$ cat config.mk
export PLATFORM = sky130hd
export DESIGN_NAME = car_collision
export DESIGN_NICKNAME = d
export VERILOG_FILES = /design/src/rtl/car_collision.sv
export SDC_FILE = /design/constraint.sdc
export NUM_CORES = 1
export LEC_CHECK = 0
export CAP_MARGIN = 15
export CELL_PAD_IN_SITES_DETAIL_PLACEMENT = 0
export CELL_PAD_IN_SITES_GLOBAL_PLACEMENT = 1
export CORE_UTILIZATION = 30
export CTS_CLUSTER_DIAMETER = 150
export DETAILED_ROUTE_END_ITERATION = 12
export GPL_TIMING_DRIVEN = 0
export PLACE_DENSITY_LB_ADDON = 0.1
export SLEW_MARGIN = 10
export SYNTH_ARGS = -nofsm -noshare
export SYNTH_HDL_FRONTEND = slang
export SYNTH_SLANG_ARGS = --single-unit
$ cat constraint.sdc
create_clock -name i_Clk -period 2.9 [get_ports i_Clk]
set_clock_uncertainty 0.05 [all_clocks]
set_input_delay 0.29 -clock i_Clk [delete_from_list [all_inputs] [get_ports i_Clk]]
set_output_delay 0.29 -clock i_Clk [all_outputs]
set_load 0.01 [all_outputs]
$ cat src/rtl/car_collision.sv
// rtl/car_collision.sv - car/frog collision detector with lives, respawn freeze and game over (optional grace period: CAR_COLLISION_INVULN_EN)
module car_collision #(
    parameter int NUM_CARS      = 4,
    parameter int GRID_W        = 20,
    parameter int LIVES         = 3,
    parameter int RESPAWN_TICKS = 12500000,
    parameter int INVULN_TICKS  = 25000000
) (
    input  logic                  i_Clk,
    input  logic                  i_Rst_n,
    input  logic [10*NUM_CARS-1:0] i_car_x,
    input  logic [5*NUM_CARS-1:0]  i_car_y,
    input  logic [9:0]            i_frog_x,
    input  logic [4:0]            i_frog_y,
    input  logic                  i_restart,
    output logic                  o_hit,
    output logic [1:0]            o_lives,
    output logic                  o_frozen,
    output logic                  o_respawn,
    output logic                  o_game_over,
    output logic                  o_invuln
);

    typedef enum logic [1:0] {
        S_PLAY      = 2'd0,
        S_RESPAWN   = 2'd1,
        S_GAME_OVER = 2'd2
    } state_t;

    localparam int             CNT_W      = $clog2(RESPAWN_TICKS);
    localparam logic [CNT_W-1:0] CNT_LAST = CNT_W'(RESPAWN_TICKS - 1);
    localparam logic [1:0]     LIVES_INIT = 2'(LIVES);

    if (LIVES < 1 || LIVES > 3 || RESPAWN_TICKS < 2 || INVULN_TICKS < 1) begin : g_bad_param
        $error("car_collision: illegal parameter value");
    end

    state_t           state_q, state_d;
    logic [1:0]       lives_q, lives_d;
    logic [CNT_W-1:0] cnt_q, cnt_d;
    logic             match_q, match_d;
    logic             hit_q, hit_d;
    logic             respawn_q, respawn_d;
    logic             invuln;

    // Any on-screen car sitting in the frog's cell; several matches collapse to one
    always_comb begin
        match_d = 1'b0;
        for (int k = 0; k < NUM_CARS; k++) begin
            if (i_car_x[10*k +: 10] == i_frog_x &&
                i_car_y[5*k +: 5] == i_frog_y &&
                i_car_x[10*k +: 10] <= 10'(GRID_W)) begin
                match_d = 1'b1;
            end
        end
    end

    // Next-state logic: hit acceptance, freeze countdown, restart from game over
    always_comb begin
        state_d   = state_q;
        lives_d   = lives_q;
        cnt_d     = cnt_q;
        hit_d     = 1'b0;
        respawn_d = 1'b0;
        case (state_q)
            S_PLAY: begin
                if (match_q && !invuln) begin
                    hit_d = 1'b1;
                    if (lives_q > 2'd1) begin
                        lives_d = lives_q - 2'd1;
                        cnt_d   = '0;
                        state_d = S_RESPAWN;
                    end else begin
                        lives_d = 2'd0;
                        state_d = S_GAME_OVER;
                    end
                end
            end
            S_RESPAWN: begin
                if (cnt_q == CNT_LAST) begin
                    cnt_d     = '0;
                    respawn_d = 1'b1;
                    state_d   = S_PLAY;
                end else begin
                    cnt_d = cnt_q + 1'b1;
                end
            end
            S_GAME_OVER: begin
                if (i_restart) begin
                    lives_d   = LIVES_INIT;
                    respawn_d = 1'b1;
                    state_d   = S_PLAY;
                end
            end
            default: state_d = S_PLAY;
        endcase
    end

    // Game state registers
    always_ff @(posedge i_Clk or negedge i_Rst_n) begin
        if (!i_Rst_n) begin
            state_q   <= S_PLAY;
            lives_q   <= LIVES_INIT;
            cnt_q     <= '0;
            match_q   <= 1'b0;
            hit_q     <= 1'b0;
            respawn_q <= 1'b0;
        end else begin
            state_q   <= state_d;
            lives_q   <= lives_d;
            cnt_q     <= cnt_d;
            match_q   <= match_d;
            hit_q     <= hit_d;
            respawn_q <= respawn_d;
        end
    end

`ifdef CAR_COLLISION_INVULN_EN
    localparam int INV_W = $clog2(INVULN_TICKS + 1);

    logic [INV_W-1:0] inv_cnt_q, inv_cnt_d;

    assign invuln = (inv_cnt_q != '0);

    // Grace countdown armed by every respawn pulse, dropped on game over
    always_comb begin
        inv_cnt_d = inv_cnt_q;
        if (respawn_d) begin
            inv_cnt_d = INV_W'(INVULN_TICKS);
        end else if (state_d == S_GAME_OVER) begin
            inv_cnt_d = '0;
        end else if (invuln) begin
            inv_cnt_d = inv_cnt_q - 1'b1;
        end
    end

    // Grace counter register
    always_ff @(posedge i_Clk or negedge i_Rst_n) begin
        if (!i_Rst_n) begin
            inv_cnt_q <= '0;
        end else begin
            inv_cnt_q <= inv_cnt_d;
        end
    end
`else
    assign invuln = 1'b0;
`endif

    assign o_hit       = hit_q;
    assign o_lives     = lives_q;
    assign o_frozen    = (state_q == S_RESPAWN);
    assign o_respawn   = respawn_q;
    assign o_game_over = (state_q == S_GAME_OVER);
    assign o_invuln    = invuln;

endmodule

Word level (Yosys, flattened, before mapping):

Cells that the tools add are included.

* reduce and logical (&&, ||, !) cells: 14
* order comparisons: 5
* add/subtract/negate cells: 2
* equal/unequal tests: 15
* multiplexer cells: 22

Operators with widths (count)
* two-way mux 24 bit: 3
* case mux 24 bit (2 select lines): 1
* equality test 10 bit: 4
* less-or-equal comparator 10 x 5 -> 1 bit, second input constant: 4
* adder 24 x 1 -> 24 bit, second input constant: 1
* equality test 24 bit, second input constant: 1
* equality test 5 bit: 4
* two-way mux 2 bit: 7
* AND reduction 3 bit: 3
* logical AND 1 bit: 8
* two-way mux 1 bit: 8
* != test 2 bit, second input constant: 3
* case mux 2 bit (3 select lines): 1
* case mux 2 bit (2 select lines): 1
* nonzero test 2 bit: 2
* equality test 2 x 1 -> 1 bit, second input constant: 1
* equality test 2 bit, second input constant: 1
* greater-than comparator 2 x 1 -> 1 bit, second input constant: 1
* logical NOT 2 bit: 1
* != test 2 x 1 -> 1 bit, second input constant: 1
* case mux 1 bit (2 select lines): 1
* subtractor 2 x 1 -> 2 bit, second input constant: 1

* output and inout bits: 7
* input bits: 78
* register bits: 31

Depth between registers and ports, before layout:

Gate-level depths: netlist of the first run.

* word-level depth: 7
* depth in mapped cells: 9
* depth with buffers taken out: 7

Worst setup path after synthesis of the first run:

Ideal clock, no wire load.

* path kind: flip-flop to flip-flop
* start point: register state_q[1]
* end point: register cnt_q[20]
* library setup time: 119 ps
* buffers on the path: 0
* path slack: 867 ps
* clock period less this slack: 2033 ps
* required time: 2731 ps
* arrival: 1864 ps
* cell stages (with the launch flop): 8
* cells stage by stage: dfrtp_1 > inv_1 > ha_1 > nor2b_1 > o2111ai_1 > nor4_1 > xnor2_1 > nor2_2

* longest elaborated chain between the ends: 3
* elaborated cells on any way between the ends: 7
* those cells by class: eq/ne (3); mux (1); reduce/logical (3)

RTL lines
* from (decl): RTL line 38 `state_t state_q, state_d;`
* from (signal assigned): RTL line 109 `state_q <= state_d;`
* equality test 2 x 1 -> 1 bit *
* net o_frozen: RTL line 18 `output logic o_frozen,`
* nonzero test 2 bit (no source line)
* AND reduction 3 bit (no source line)
* to (signal assigned): RTL line 111 `cnt_q <= cnt_d;`
* to (decl): RTL line 40 `logic [CNT_W-1:0] cnt_q, cnt_d;`

The timed path passes the listed nets; every way through them passes the cells marked *.
A chain may end at the register's enable or synchronous reset.

Worst setup path in the final report of the first run:

* start point: register state_q[1]
* end point: register cnt_q[20]

* longest elaborated chain between the ends: 3
* elaborated cells on any way between the ends: 7
* those cells by class: eq/ne (3); mux (1); reduce/logical (3)

RTL lines
* logical NOT 2 bit or equality test 2 x 1 -> 1 bit (tied branches): RTL line 65 `case (state_q)`
* != test 2 bit (no source line) or nonzero test 2 bit (tied branches)
* AND reduction 3 bit (no source line)

Several ways; a longest one is shown, not always the timed one.

==> metrics.md, run 1 <==
| Metric | Value |
|---|---|
| Clock root buffer master | clkbuf_8 |
| Most common cell after layout, fill and taps aside | clkdlybuf4s50_1 |
| Dpl cell area | approximately 3300 um2 |
| Pwr dens | around 300 nW/um2 |
| Mapped Area | ~2400 um2 |
| Kind of critical path | reg -> reg |
| Met1 Usage GRT | a little over a fifth |
| Max stage delay on crit path | approximately 460 ps |
| Non-filler cells, final | between 400 and 500 |
| Layout cells sized above 1 | 8.29% |
| Worst Path Buf+Inv | 1 |
| Reg clk slew, reported paths | ~70 ps |
| Starting density of the core | 31.8% |
| Via count | 2,206 |
| Buffers on Ports | 82 |
| Hold Vio Cnt, Final | 0 |
| Internal Pwr Total | 778 uW |
| Psw | approximately 230 uW |
| FMAX | 0.416 GHz |
| GR Util met3 | 4.46% |
| Seq pwr share | between 40% and 50% |
| Area of the multi-input gates | roughly 1500 um2 |
| Max-Cap Viols | 0 |
| H-tree levels | 2 |
| Slew HR | ~45% |
| Worst hold margin | 5.08 ps |
| Yosys cell types | 41 |
| Initial antenna violation count | 0 |
| Slowest stage cell, crit path | o2111ai_1 |
| Hold_buf cts | 0 |
| Logic pwr share | 19.8% |
| Final instance area | 3390 um2 |
| Lkg Pwr | 1.23 nW |
| Arr. time, crit path | around 2500 ps |
| TritonRoute pass-1 iters | 6 |
| Total gr overflow | 0 |
| Gr usage total | 17.3% |
| Syn nets | 342 |
| Register area | between 700 and 800 um2 |
| Seq cells post-synth | 31 |
| Die area | 8200 um2 |
| Critical Path RT | between 3000 and 4000 ps |
| DP HPWL | approximately 5.4 mm |
| Sum Neg Setup Slack | 0 ps |
| DIE WIDTH | 90.6 um |
| Routability Congestion | 0.802 |
| Critical Path Source Type | flop |
| Vias per cell | 4.91 |
| Detail Route Antenna Nets | 0 |
| GRT Max-Usage Layer | met2 |
| Setup WS pre-CTS | 515 ps |
| TritonCTS Buffers | 5 |
| WL/cell | 14.8 um |
| Final setup fails | 0 |
| Synth top area cells | dfrtp_1 (31%), xnor2_1 (16%), xor2_1 (5.6%), nor4_1 (4.3%), o21ai_0 (3.6%) |
| Row cnt | 31 |
| DR DRC count | 0 |
| Post-cts sizing count | 0 |
| Worst hold path type | in -> async |
| Worst Tran Pin Value | between 800 and 900 ps |
| Clock latency on the worst-skew pair | 280 ps |
| Setup WS post-layout | between 400 and 500 ps |
| Sequential area share after synthesis | between 30 and 40% |
| Die height | 90.6 um |
| Max FO, Critical Path | 8 |
| Post-synth top area share | 30.9% |
| Most frequent cells in the layout | clkdlybuf4s50_1 (81), xnor2_1 (42), dfrtp_1 (29), o21ai_0 (17), nor4_1 (16) |
| # Post-CTS Setup Buffers | 0 |
| Post-Synthesis Cells | 260 |
| Filler instances | 723 |
| Routed WL | 6.65 mm |
| Power Total | approximately 1.0 mW |
| Final Net Count | 431 |
| Post-synth EDFFs | 0 |
| Ports | 85 |
| Core region area | about 7400 um2 |
| Syn Area/Cell | 9.05 um2 |
| Met2 Track Usage GR | 29.9% |
| Unrepaired setup endpoints after global routing | no |
| Area growth from synthesis to layout | 44.2% |
| Async S/R FF share, synth | 100% |
| Ys Warns | 0 |
| Vias in the first global route | 2,330 |
| Largest net degree at the start of global routing | 32 |
| CP endpoint kind | flop |
| Switching share of power | 23.1% |
| # clock sinks | 31 |
| First-pass GRT wire length | 11.3 mm |
| Placed instance count | 441 |
| CTS Buffer Depth | 2 |
| CTS tree | built |
| Status | completed |
| Iter 0 DRT Violations | 47 |
| Final Core Density | 45.8% |
| Max-slew violations | 0 |
| CP delay by family, top | simple AND/OR/NAND/NOR gates |
| Most used DFF post-synth | dfrtp_1 |
| Ant diodes | 0 |
| Clock network fraction of design power | 37.5% |
| Tcrit/Tclk final | 83.0% |
| Crit-path cells | inv_1, ha_1, nor2b_1, o2111ai_1, nor4_1, xnor2_1, nor2_2 |
| Fin crit period | 2410 ps |
| Worst vdd ir | 127 uV |
| Synth area leader | dfrtp_1 |
==> worst paths after layout <==
check                           slack, ps  cells after the start        from        end
min in group i_Clk                    460                      2    cnt_q[1]   cnt_q[1]
worst max register to register        490                      7  state_q[1]  cnt_q[20]
worst min-delay path                    5                      1     i_Rst_n  cnt_q[17]
max in group asynchronous            2330                      1     i_Rst_n    match_q
worst min register to register        460                      2    cnt_q[1]   cnt_q[1]
worst max-delay path                  490                      7  state_q[1]  cnt_q[20]
==> power by group through the flow <==
stage | clock network, mW | logic, mW | registers (mW)
6_report | 0.380 | 0.200 | 0.432
4_1_cts | 0.389 | 0.204 | 0.432
5_1_grt | 0.407 | 0.218 | 0.432
2_1_floorplan | 0 | 0.0596 | 0.441
3_5_place_dp | 0 | 0.204 | 0.440
3_3_place_gp | 0 | 0.202 | 0.441
==> kinds of logic (layout without fill, tap and decap cells) <==
| group | after synthesis | count (layout) | share of synthesized area (%) |
|---|---|---|---|
| other | 1 | 1 | 0.159 |
| AND/OR/NAND/NOR | 112 | 112 | 27.2 |
| adder cells (fa/ha/maj) | 4 | 4 | 2.13 |
| flip-flops | 31 | 31 | 33.1 |
| buffers and inverters | 16 | 106 | 4.04 |
| XOR/XNOR | 57 | 57 | 21.2 |
| AO/OA/AOI/OAI | 39 | 39 | 12.2 |
==> flip-flops by register name, summed over array words and instances (netlist names) <==
register,cells
cnt_q,24
o_lives,2
state_q,2
match_q,1
o_hit,1
o_respawn,1
==> routing by layer <==
layer	vias up	routed length, um
li1	1111	-
met1	1015	2920
met2	76	3240
met3	4	451
met4	0	34
met5	-	0
==> layout make-up <==
type                       count  share of cell area [%]
multi-input combinational    213                    43.6
timing repair buffer          82                    24.1
sequential                    31                    22.9
tap                           99                    3.65
clock buffer                   8                    2.95
buffer                         6                    1.70
inverter                      10                    1.11
==> synth_stat cells (all sizes together) (4+ instances only) <==
library cell   n
nor2          24
nor2b          7
xor2          15
buf            4
nand2         11
nor4          16
xnor2         42
or4            5
nand3          9
a21oi          4
o21ai         18
dfrtp         29
nor3           7
ha             4
nand2b         4
nand4         13
and3           5
a22o           4
inv           10
No activity file was read; power rests on OpenSTA's default activity.
==> inputs of run 2 (changes only) <==
==> constraint.sdc (replaced) <==
create_clock -name i_Clk -period 2.45 [get_ports i_Clk]
set_clock_uncertainty 0.05 [all_clocks]
set_input_delay 0.245 -clock i_Clk [delete_from_list [all_inputs] [get_ports i_Clk]]
set_output_delay 0.245 -clock i_Clk [all_outputs]
set_load 0.01 [all_outputs]
==> run 2 against run 1 <==
Flip-flop and latch count did not move; setup slack got worse by 280 ps; count of clock-buffer cells in the layout did not move; critical path type unchanged; register-to-register slack got worse by 280 ps; wire length fell by 0.26%; non-clock buffer count rose by 1; cell count rose by 0.22%; largest power group unchanged.
==> metrics.md, run 2 (same netlist as run 1, synthesis figures left out) <==
| Metric | Value |
|---|---|
| Status | completed |
| Iter 0 DRT Violations | 55 |
| Non-filler cells, final | 450 |
| Hold Path Origin | cnt_q[1] |
| Buffers on Ports | 82 |
| Hold Vio Cnt, Final | 0 |
| Largest Register | cnt_q |
| Vias in the first global route | 2,330 |
| Detail Route Antenna Nets | 0 |
| Worst Tran Pin Value | 715 ps |
| Layout cells sized above 1 | 8.83% |
| Worst vdd ir | 150 uV |
| Area growth from synthesis to layout | 45.2% |
| R2R Path Start | state_q[1] |
| Largest net degree at the start of global routing | 32 |
| Tcrit/Tclk final | 91.3% |
| GRT Max-Usage Layer | met2 |
| Met1 Usage GRT | around a fifth |
| Die height | between 90 and 100 um |
| GR Util met3 | under 10% |
| Final instance area | 3410 um2 |
| Max FO, Critical Path | 10 |
| CTS tree | built |
| DIE WIDTH | 90.6 um |
| Vias per cell | 4.96 |
| Row cnt | 31 |
| Ports | 85 |
| Final Net Count | 432 |
| Met2 Track Usage GR | 29.9% |
| First-pass GRT wire length | 11.3 mm |
| Via count | 2,230 |
| Reg clk slew, reported paths | roughly 70 ps |
| Core region area | 7410 um2 |
| Fin crit period | approximately 2200 ps |
| Most common cell after layout, fill and taps aside | clkdlybuf4s50_1 |
| H-tree levels | 2 |
| Starting density of the core | 31.8% |
| Dpl cell area | 3290 um2 |
| Routed WL | about 6.6 mm |
| Final setup fails | 0 |
| DP HPWL | 5.40 mm |
| Unrepaired setup endpoints after global routing | no |
| Slew HR | 52.3% |
| TritonCTS Buffers | 5 |
| # clock sinks | 31 |
| CP endpoint kind | flop |
| Pwr dens | 351 nW/um2 |
| Setup WS pre-CTS | approximately 65 ps |
| Critical Path RT | 2570 ps |
| Most frequent cells in the layout | clkdlybuf4s50_1 (81), xnor2_1 (42), dfrtp_1 (29), o21ai_0 (17) |
| Max-slew violations | 0 |
| Initial antenna violation count | 0 |
| Setup WS post-layout | 213 ps |
| Power Total | 1.20 mW |
| TritonRoute pass-1 iters | 6 |
| Critical Path Source Type | flop |
| CTS Buffer Depth | 2 |
| Die area | 8200 um2 |
| Gr usage total | 17.3% |
| Total gr overflow | 0 |
| Crit. Startpoint | state_q[1] |
| Hold path cells | 2 |
| Lkg Pwr | 1.24 nW |
| Worst-case reg-to-reg path depth | 9 |
| Worst hold path type | reg -> reg |
| WL/cell | 14.7 um |
| Placed instance count | 441 |
| Arr. time, crit path | 2360 ps |
| Max-Cap Viols | 0 |
| FMAX | around 0.45 GHz |
| Ant diodes | 0 |
| Clock root buffer master | clkbuf_8 |
| Kind of critical path | reg -> reg |
| Clock latency on the worst-skew pair | 280 ps |
| Routability Congestion | about 0.8 |
| Max reg flops | 24 |
| Sum Neg Setup Slack | 0 ps |
| DR DRC count | 0 |
-- run 2: cell count changes in the layout (fill, tap and decap cells not counted), sizes merged --
| cell | change |
|---|---|
| dlygate4sd3 | +1 |
-- run 2: worst paths after layout --
kind | to | slack, ps
max in group asynchronous | match_q | 1390
max reg2reg | cnt_q[8] | 210
min reg2reg | cnt_q[1] | 460
min | cnt_q[1] | 460
min in group asynchronous | cnt_q[17] | 500
max | cnt_q[8] | 210
-- run 2: report_power, final --
group | leakage, nW | switching [mW] | internal (mW) | total [mW]
combinational | 0.760 | 0.0845 | 0.153 | 0.238
sequential | 0.426 | 0.00000605 | 0.512 | 0.512
clock | 0.0515 | 0.193 | 0.256 | 0.449
-- run 2: metrics by stage --
step | hold slack [ps] | utilization [%]
2_1_floorplan | -101 | -
3_3_place_gp | 440 | 44.5
3_5_place_dp | 300 | 44.4
4_1_cts | 466 | 45.9
5_1_grt | 496 | 46.1
6_report | 460 | 46.1
-- run 2: per-layer routing --
layer,wire [um],vias to the layer above
li1,-,1115
met1,2890,1030
met2,3210,79
met3,453,6
met4,73,0
met5,0,-
-- run 2: cell type report --
| type | instances | area [um2] |
|---|---|---|
| Buffer | 6 | 57.6 |
| Clock buffer | 8 | 100 |
| Fill cell | 718 | 3990 |
| Inverter | 10 | 37.5 |
| Multi-Input combinational cell | 213 | 1490 |
| Sequential cell | 31 | 778 |
| Tap cell | 99 | 124 |
| Timing Repair Buffer | 83 | 826 |
-- run 2: what timing repair did --
item / 4_1_cts / 5_1_grt
gates resized for setup: 0 / 2
hold buffers: 1 / 0
hold endpoints to repair: 7 / 0
setup buffers: 0 / 0
setup endpoints to repair: 0 / 6
-- run 2: critical path, stage by stage (launching register included) --
cell and delay (ps):
dfrtp_1 400, inv_1 90, ha_1 310, nor2b_1 330, or2_2 170, clkbuf_1 270, and2_1 200, buf_6 130
buf_12 140, nor2_2 40
